`config.mk`:
```
export PLATFORM = sky130hd
export DESIGN_NAME = clip_record_controller
export DESIGN_NICKNAME = d
export VERILOG_FILES = /design/src/rtl/clip_ctrl_pkg.sv /design/src/rtl/clip_sample_counter.sv /design/src/rtl/clip_record_controller.sv
export SDC_FILE = /design/constraint.sdc
export NUM_CORES = 1
export LEC_CHECK = 0
export ABC_AREA = 1
export CAP_MARGIN = 15
export CORE_ASPECT_RATIO = 2
export CORE_MARGIN = 1.5
export CORE_UTILIZATION = 35
export DETAILED_ROUTE_END_ITERATION = 8
export PLACE_DENSITY = 0.59
export SLEW_MARGIN = 25
export SYNTH_ARGS = -nofsm -noshare
export SYNTH_HDL_FRONTEND = slang
export SYNTH_SLANG_ARGS = --single-unit
```
`constraint.sdc`:
```
create_clock -name clock -period 1.9 [get_ports clock]
set_input_delay 0.475 -clock clock [delete_from_list [all_inputs] [get_ports clock]]
set_output_delay 0.475 -clock clock [all_outputs]
set_load 0.01 [all_outputs]
```
`src/rtl/clip_ctrl_pkg.sv`:
```
// clip_ctrl_pkg
// Shared types and defaults for the clip record/playback controller.
//   state_t          : one-hot controller state (S_IDLE, S_RECORD, S_PLAY)
//   DEF_NUM_CLIPS    : default number of clip slots
//   DEF_CLIP_SAMPLES : default samples per clip (2 s at 8 kHz)
package clip_ctrl_pkg;

    typedef enum logic [2:0] {
        S_IDLE   = 3'b001,
        S_RECORD = 3'b010,
        S_PLAY   = 3'b100
    } state_t;

    localparam int DEF_NUM_CLIPS    = 4;
    localparam int DEF_CLIP_SAMPLES = 16000;

endpackage

```
`src/rtl/clip_sample_counter.sv`:
```
// clip_sample_counter
// Sample index within the active clip. Advances on each tick while enabled and
// wraps to 0 after the last sample. clear has priority over counting.
//   clock, reset : system clock, synchronous active-high reset
//   tick         : one-cycle sample strobe
//   clear        : force count to 0 on the next edge
//   enable       : count ticks
//   count        : current sample index
//   terminal     : tick on the last sample of the clip
module clip_sample_counter #(
    parameter int CLIP_SAMPLES = 16000,
    parameter int SAMPLE_W     = $clog2(CLIP_SAMPLES)
) (
    input  logic                clock,
    input  logic                reset,
    input  logic                tick,
    input  logic                clear,
    input  logic                enable,
    output logic [SAMPLE_W-1:0] count,
    output logic                terminal
);

    localparam logic [SAMPLE_W-1:0] LAST = SAMPLE_W'(CLIP_SAMPLES - 1);

    assign terminal = tick && (count == LAST);

    always_ff @(posedge clock) begin
        if (reset || clear) begin
            count <= '0;
        end else if (enable && tick) begin
            count <= terminal ? '0 : count + SAMPLE_W'(1);
        end
    end

endmodule

```
`src/rtl/clip_record_controller.sv`:
```
// clip_record_controller
// Sequences record and playback of NUM_CLIPS clip slots in a shared sample
// memory and tracks which slots hold a complete recording.
//   clock, reset          : system clock, synchronous active-high reset
//   record, play, stop    : level requests / abort
//   clip_sel              : target slot, sampled when an operation starts
//   sample_tick           : one-cycle strobe per audio sample
//   mem_clip, mem_addr    : active slot and sample index (0 in IDLE)
//   mem_we                : memory write strobe (recording)
//   deseriena, seriena    : deserializer (record) / serializer (play) enables
//   busy                  : not IDLE
//   done                  : one-cycle pulse on normal completion
//   err_empty             : one-cycle pulse on play of an unrecorded slot
//   clip_valid            : per-slot "recording present" flags
//   loop                  : (CLIP_LOOP_PLAY_EN only) repeat playback until stop
// Build option: define CLIP_LOOP_PLAY_EN to add the loop input.
//
// state    | meaning
// S_IDLE   | waiting for record/play; counter held at 0
// S_RECORD | writing cur_clip, one sample per tick
// S_PLAY   | reading cur_clip, one sample per tick
module clip_record_controller
    import clip_ctrl_pkg::*;
#(
    parameter int NUM_CLIPS    = DEF_NUM_CLIPS,
    parameter int CLIP_SAMPLES = DEF_CLIP_SAMPLES,
    parameter int CLIP_W       = $clog2(NUM_CLIPS),
    parameter int SAMPLE_W     = $clog2(CLIP_SAMPLES)
) (
    input  logic                 clock,
    input  logic                 reset,
    input  logic                 record,
    input  logic                 play,
    input  logic                 stop,
`ifdef CLIP_LOOP_PLAY_EN
    input  logic                 loop,
`endif
    input  logic [CLIP_W-1:0]    clip_sel,
    input  logic                 sample_tick,
    output logic [CLIP_W-1:0]    mem_clip,
    output logic [SAMPLE_W-1:0]  mem_addr,
    output logic                 mem_we,
    output logic                 deseriena,
    output logic                 seriena,
    output logic                 busy,
    output logic                 done,
    output logic                 err_empty,
    output logic [NUM_CLIPS-1:0] clip_valid
);

    state_t                state_q, state_d;
    logic [CLIP_W-1:0]     cur_clip_q, cur_clip_d;
    logic [NUM_CLIPS-1:0]  valid_d;
    logic                  done_d, err_d;
    logic                  cnt_clear, terminal;
    logic [SAMPLE_W-1:0]   count;

    clip_sample_counter #(
        .CLIP_SAMPLES (CLIP_SAMPLES),
        .SAMPLE_W     (SAMPLE_W)
    ) u_counter (
        .clock    (clock),
        .reset    (reset),
        .tick     (sample_tick),
        .clear    (cnt_clear),
        .enable   (busy),
        .count    (count),
        .terminal (terminal)
    );

    always_ff @(posedge clock) begin
        if (reset) begin
            state_q    <= S_IDLE;
            cur_clip_q <= '0;
            clip_valid <= '0;
            done       <= 1'b0;
            err_empty  <= 1'b0;
        end else begin
            state_q    <= state_d;
            cur_clip_q <= cur_clip_d;
            clip_valid <= valid_d;
            done       <= done_d;
            err_empty  <= err_d;
        end
    end

    always_comb begin
        state_d    = state_q;
        cur_clip_d = cur_clip_q;
        valid_d    = clip_valid;
        done_d     = 1'b0;
        err_d      = 1'b0;
        cnt_clear  = 1'b0;
        case (state_q)
            S_IDLE: begin
                cnt_clear = 1'b1;
                if (record) begin
                    // Old contents are gone as soon as a new recording starts.
                    cur_clip_d        = clip_sel;
                    valid_d[clip_sel] = 1'b0;
                    state_d           = S_RECORD;
                end else if (play) begin
                    if (clip_valid[clip_sel]) begin
                        cur_clip_d = clip_sel;
                        state_d    = S_PLAY;
                    end else begin
                        err_d = 1'b1;
                    end
                end
            end
            S_RECORD: begin
                if (stop) begin
                    cnt_clear = 1'b1;
                    state_d   = S_IDLE;
                end else if (terminal) begin
                    valid_d[cur_clip_q] = 1'b1;
                    done_d              = 1'b1;
                    state_d             = S_IDLE;
                end
            end
            S_PLAY: begin
                if (stop) begin
                    cnt_clear = 1'b1;
                    state_d   = S_IDLE;
                end else if (terminal) begin
                    done_d = 1'b1;
`ifdef CLIP_LOOP_PLAY_EN
                    if (!loop) state_d = S_IDLE;
`else
                    state_d = S_IDLE;
`endif
                end
            end
            default: begin
                cnt_clear = 1'b1;
                state_d   = S_IDLE;
            end
        endcase
    end

    assign busy      = (state_q != S_IDLE);
    assign deseriena = (state_q == S_RECORD);
    assign seriena   = (state_q == S_PLAY);
    assign mem_we    = deseriena && sample_tick;
    assign mem_clip  = busy ? cur_clip_q : '0;
    assign mem_addr  = busy ? count : '0;

endmodule

```
Word level (Yosys, flattened, before mapping):

Index checks and enable logic that the tools add are counted.

* register bits: 25
* input bits: 8
* output and inout port bits: 26
* logic and storage cells: 69

* add/subtract/negate cells: 1
* order comparisons: 4
* equal/unequal tests: 11
* multiplexer cells: 26
* bitwise gates (word level): 6
* reduce and logical (&&, ||, !) cells: 15

Operators with widths (number)
* 2-to-1 mux 14 bit: 2
* 2-to-1 mux 3 bit: 5
* adder 14 x 1 -> 14 bit (second input constant): 1
* == test 14 bit (second input constant): 1
* 2-to-1 mux 4 bit: 3
* 2-to-1 mux 2 bit: 4
* one-hot mux 4 bit (2 select lines): 1
* 2-to-1 mux 1 bit: 7
* less-than comparator 2 x 3 -> 1 bit (second input constant): 2
* inequality test 3 x 1 -> 1 bit (second input constant): 2
* inequality test 3 bit (second input constant): 2
* one-hot mux 3 bit (2 select lines): 1
* AND reduction 3 bit: 2
* nonzero test 2 bit: 3
* logical AND 1 bit: 5
* AND 4 bit: 1
* demux 1 bit (select 2 bit): 2
* greater-or-equal comparator 2 x 1 -> 1 bit (second input constant): 2
* inequality test 2 bit (second input constant): 2
* NOT 4 bit: 1
* OR 4 bit: 1
* AND reduction 4 bit: 1
* OR reduction 4 bit: 1
* == test 3 x 1 -> 1 bit (second input constant): 1
* 8 further kinds: 10

Longest topological paths before layout:

* word-level depth: 8
* gate-level depth with buffers: 10
* mapped depth without buffers: 10

Hierarchy:

A second synthesis with hierarchy kept.

* cells, all modules: 250
* area, all modules: 1630.3 µm²

Modules (own cells, without submodules)
* clip_record_controller: times used 1, cells each 135, area an instance 817.0 µm², seq. area each 220.2 µm²
* clip_sample_counter: times used 1, cells each 115, area an instance 813.3 µm², seq. area each 280.3 µm²

Least setup slack after synthesis:

OpenSTA, ideal clock, no wires.

* kind: register -> output
* start: reg state_q[1]
* end: out mem_addr[10]
* arrival: 1.141 ns
* required time: 1.425 ns
* path slack: 0.284 ns
* cell stages (with the launch flop): 7
* buffers on the path: 2
* path through: dfxtp_1 -> inv_2 -> nand3_4 -> inv_1 -> buf_2 -> buf_2 -> nor2_1

* longest elaborated chain between the ends: 2

Ends and longest elaborated chain
* start, declared: line clip_record_controller.sv:51 `state_t state_q, state_d;`
* start signal, assigned: line clip_record_controller.sv:79 `state_q <= state_d;`
* inequality test 3 x 1 -> 1 bit: line clip_record_controller.sv:141 `assign busy = (state_q != S_IDLE);`
* named net busy: line clip_record_controller.sv:45 `output logic busy,`
* 2-to-1 mux 14 bit: line clip_record_controller.sv:146 `assign mem_addr = busy ? count : '0;`
* end, declared: line clip_record_controller.sv:41 `output logic [SAMPLE_W-1:0] mem_addr,`

The timed path passes the listed nets, and every way through them passes these cells.

Final worst setup path:

* start: reg state_q[2]
* end: out mem_addr[1]

* longest elaborated chain between the ends: 2

Ends and longest elaborated chain (line)
* inequality test 3 x 1 -> 1 bit: clip_record_controller.sv:141
* 2-to-1 mux 14 bit: clip_record_controller.sv:146

No other way between the ends.

==> impl_metrics.env <==
export IMPL_cts_htree_levels=1
export IMPL_finalCriticalPeriod_ns=1.82
export IMPL_netSwitchingFraction_pct=35.8
export IMPL_placedInstanceArea_sq_um=1970
export IMPL_syn2layout_area_growth_pct=41.0
export IMPL_vias_per_cell=4.70
export IMPL_clock_skew_ns=0.00724
export IMPL_min_path_cells=2
export IMPL_dominantRegCellSynth="dfxtp_1"
export IMPL_core_area_sq_um=3880
export IMPL_cts_sink_count=25
export IMPL_nFillCells=420
export IMPL_setup_slack_ns=0.0822
export IMPL_r2r_depth=8
export IMPL_cap_violations=0
export IMPL_synthDistinctLibCells=28
export IMPL_r2r_start="u_counter.count[0]"
export IMPL_placement_rows=32
export IMPL_wl_met2_um=2290
export IMPL_power_combinational_fraction_pct=37.2
export IMPL_peakVddDrop_mv=0.503
export IMPL_clk_path_buf_depth=2
export IMPL_drt_iter0_drc=31
export IMPL_routedWlPerCell_um=11.7
export IMPL_intPower_uw=953
export IMPL_end_of_the_worst_register_to_register_path="clip_valid[2]"
export IMPL_gpl_final_weighted_congestion=0.817
export IMPL_finalMaxSlewViolations=0
export IMPL_share_of_final_layout_standard_cells_stronger_than_drive_strength_1_pct=18.1
export IMPL_post_synth_fa_ha_maj_area_fraction_pct=0.867
export IMPL_dominant_combinational_cell_family_by_area_after_synthesis="simple AND/OR/NAND/NOR gates"
export IMPL_critical_path_class="flip-flop to primary output"
export IMPL_worst_pin_slew_ns=0.488
export IMPL_final_net_count=292
export IMPL_place_hpwl_um=3180
export IMPL_maximum_number_of_pins_on_one_net_before_global_route_repair=15
export IMPL_count_of_state_elements_after_synthesis=25
export IMPL_wp_data_required_ns=1.42
export IMPL_post_synthesis_share_of_cell_area_spent_on_xor_and_xnor_gates_pct=2.43
export IMPL_synth_mux_area_fraction_pct=0
export IMPL_detail_route_met3_wl_um=121
export IMPL_fp_dieArea_sq_um=4540
export IMPL_gate_count_after_technology_mapping=226
export IMPL_slowest_delay_ns=0.34
export IMPL_post_layout_total_power_uw=1480
export IMPL_number_of_antenna_violations_at_the_first_check_in_global_routing=0
export IMPL_initial_utilization_pct=37.2
export IMPL_post_route_cell_area_sq_um=2040
export IMPL_clkSlewWorstSetupHoldPaths_ns=0.09
export IMPL_timing_hold_worst_class="flip-flop to flip-flop"
export IMPL_path_cells="inv_2 > nand3_4 > inv_1 > buf_4 > nor2_1 > dlygate4sd2_1"
export IMPL_synth_async_reset_ratio_pct=0
export IMPL_detailedRoute_firstPassIterationCount=4
export IMPL_worst_path_max_delay_cell="dfxtp_2"
export IMPL_timing_reg2reg_setup_slack_ns=0.21
export IMPL_die_h_um=93.8
export IMPL_finalHoldViolCount=0
export IMPL_run_status="complete, no violations"
export IMPL_syn_cell_area_sq_um=1440
export IMPL_synth_compound_area_share_pct=10.3
export IMPL_drt_wl_total_um=3900
export IMPL_fmaxAchievable_mhz=550
export IMPL_worst_hold_endpoint="state_q[2]"
export IMPL_topRoutingLayerUsed="met4"
export IMPL_timing_setup_tns_ns=0
export IMPL_clkLatencyLatePin_ns=0.26
export IMPL_max_slew_margin_pct=67.4
export IMPL_synth_yosys_seq_area_share_pct=34.7
export IMPL_power_density_nw_per_um2=729
export IMPL_final_setup_viol_count=0
export IMPL_setup_worst_path_end_class="primary output"
export IMPL_grt_ovfl_total=0
export IMPL_syn_avg_cell_area_sq_um=6.39
export IMPL_drc=0
export IMPL_antenna_violating_nets_post_route=0
export IMPL_synth_warnings=0
export IMPL_seq_power_share_pct=41.7
export IMPL_diodes=0
export IMPL_fin_hold_ws_ns=0.482
export IMPL_routed_via_count=1565
export IMPL_number_of_global_route_vias_before_repair=1562
export IMPL_holdCritStartpoint="state_q[2]"
export IMPL_io_buffers=33
export IMPL_leakage_power_figure_uw=0.000928
export IMPL_pin_count=34
export IMPL_finalCritPeriodShare_pct=95.7
export IMPL_pre_cts_slack_ns=-0.201
export IMPL_power_net_switching_uw=531
export IMPL_critPathLaunchType="flip-flop"
export IMPL_synth_edf_count=0
export IMPL_syn_nets=235
export IMPL_tritoncts="built"
export IMPL_die_outline_width_um=48.4
export IMPL_met1_routed_length_um=1380
export IMPL_cts_buffers_inserted=3
export IMPL_worst_ep_arrival_time_ns=1.34
export IMPL_grt_total_usage_pct=18.4
export IMPL_clock_tree_root_cell="clkbuf_8"
export IMPL_grt_first_pass_wirelength_um=6600
export IMPL_share_clk_of_total_power_pct=21.1
export IMPL_synth_simple_gate_area_share_pct=41.9
export IMPL_crit_fanout=12
worst max-delay path by stage:
stage               cells past startpoint         from       endpoint  slack [ns]
floorplan                               6   state_q[1]   mem_addr[10]        0.28
global placement                        4  sample_tick         mem_we       -0.19
detailed placement                      4  sample_tick         mem_we       -0.20
CTS                                     5   state_q[0]    mem_addr[1]        0.06
global route                            9  sample_tick  clip_valid[2]       -0.01
finish                                  6   state_q[2]    mem_addr[1]        0.08
power by group through the flow:
stage	clock network [uW]	logic (uW)	registers [uW]
finish	313	552	619
CTS	323	544	618
detailed placement	0	547	629
global route	344	618	625
global placement	0	546	630
floorplan	0	302	630
through the flow:
stage               utilization (%)  std cells
finish                         52.4        333
floorplan                         -        226
global placement               50.6        326
global route                   52.4        333
detailed placement             50.6        326
CTS                            51.4        330
critical path: cells and delay by family (launching register included):
kind	cells	cell delay, ns
buf+inv	4	0.63
flops	1	0.34
simple gates	2	0.11
area by class of cell:
cell class	instances	area [sq um]	share of cell area, %
inverters	34	128	6.27
clock inverters	1	5.00	0.246
multi-input cells	164	823	40.4
clock buffers	3	41.3	2.03
repair buffers	55	472	23.2
flip-flops and latches	25	503	24.7
well taps	51	63.8	3.13
layer usage:
metal	global-route usage (%)	vias up
met4	6.90	0
li1	-	819
met2	39.9	39
met3	1.59	8
met5	0	-
met1	16.7	699
cell families after synthesis:
group | count (synthesis)
simple gates | 133
buf+inv | 37
compound gates | 26
flops | 25
xor+xnor | 4
fa+ha+maj | 1
sequential cells by signal, indices dropped and copies added, names as in the netlist:
register,count
u_counter.count,14
clip_valid,4
state_q,3
cur_clip_q,2
done,1
err_empty,1
what timing repair did:
action                                  in CTS  in global routing
pin swaps                                    0                  2
endpoints found under the setup margin      20                 16
buffers inserted                             0                  3
hold buffers                                 0                  0
gates resized for setup                     22                  9
gates cloned                                 0                  0
synthesized netlist by cell type, types with 2 or more instances:
| cell | instances | share of area (%) |
|---|---|---|
| o21ai_0 | 3 | 1.0 |
| inv_1 | 27 | 7.0 |
| a21oi_1 | 17 | 5.9 |
| nand3_1 | 16 | 5.5 |
| nor3_1 | 4 | 1.4 |
| o21ai_1 | 2 | 0.69 |
| nand3_2 | 2 | 1.4 |
| nand2_1 | 47 | 12 |
| inv_2 | 7 | 1.8 |
| buf_2 | 2 | 0.69 |
| nor2_4 | 2 | 1.6 |
| nor2_2 | 3 | 1.3 |
| nor2_1 | 49 | 13 |
| dfxtp_1 | 25 | 35 |
| xor2_1 | 4 | 2.4 |
| nand4_1 | 4 | 1.7 |
layout by cell type, fill, tap and decap left out, types with 2 or more instances in the layout:
| cell | n |
|---|---|
| dfxtp_2 | 2 |
| nor3_1 | 4 |
| a21oi_1 | 17 |
| nand3_4 | 2 |
| inv_2 | 7 |
| dlygate4sd2_1 | 17 |
| nor2_4 | 2 |
| clkdlybuf4s50_1 | 12 |
| nand3_2 | 3 |
| xor2_1 | 4 |
| nand2_1 | 47 |
| clkdlybuf4s15_1 | 2 |
| clkbuf_8 | 3 |
| nor2_2 | 3 |
| nand4_1 | 4 |
| nor2_1 | 49 |
| buf_4 | 22 |
| o21ai_0 | 3 |
| inv_1 | 27 |
| dfxtp_1 | 23 |
| nand3_1 | 14 |
Note: power is estimated with default switching activity, not from simulation.
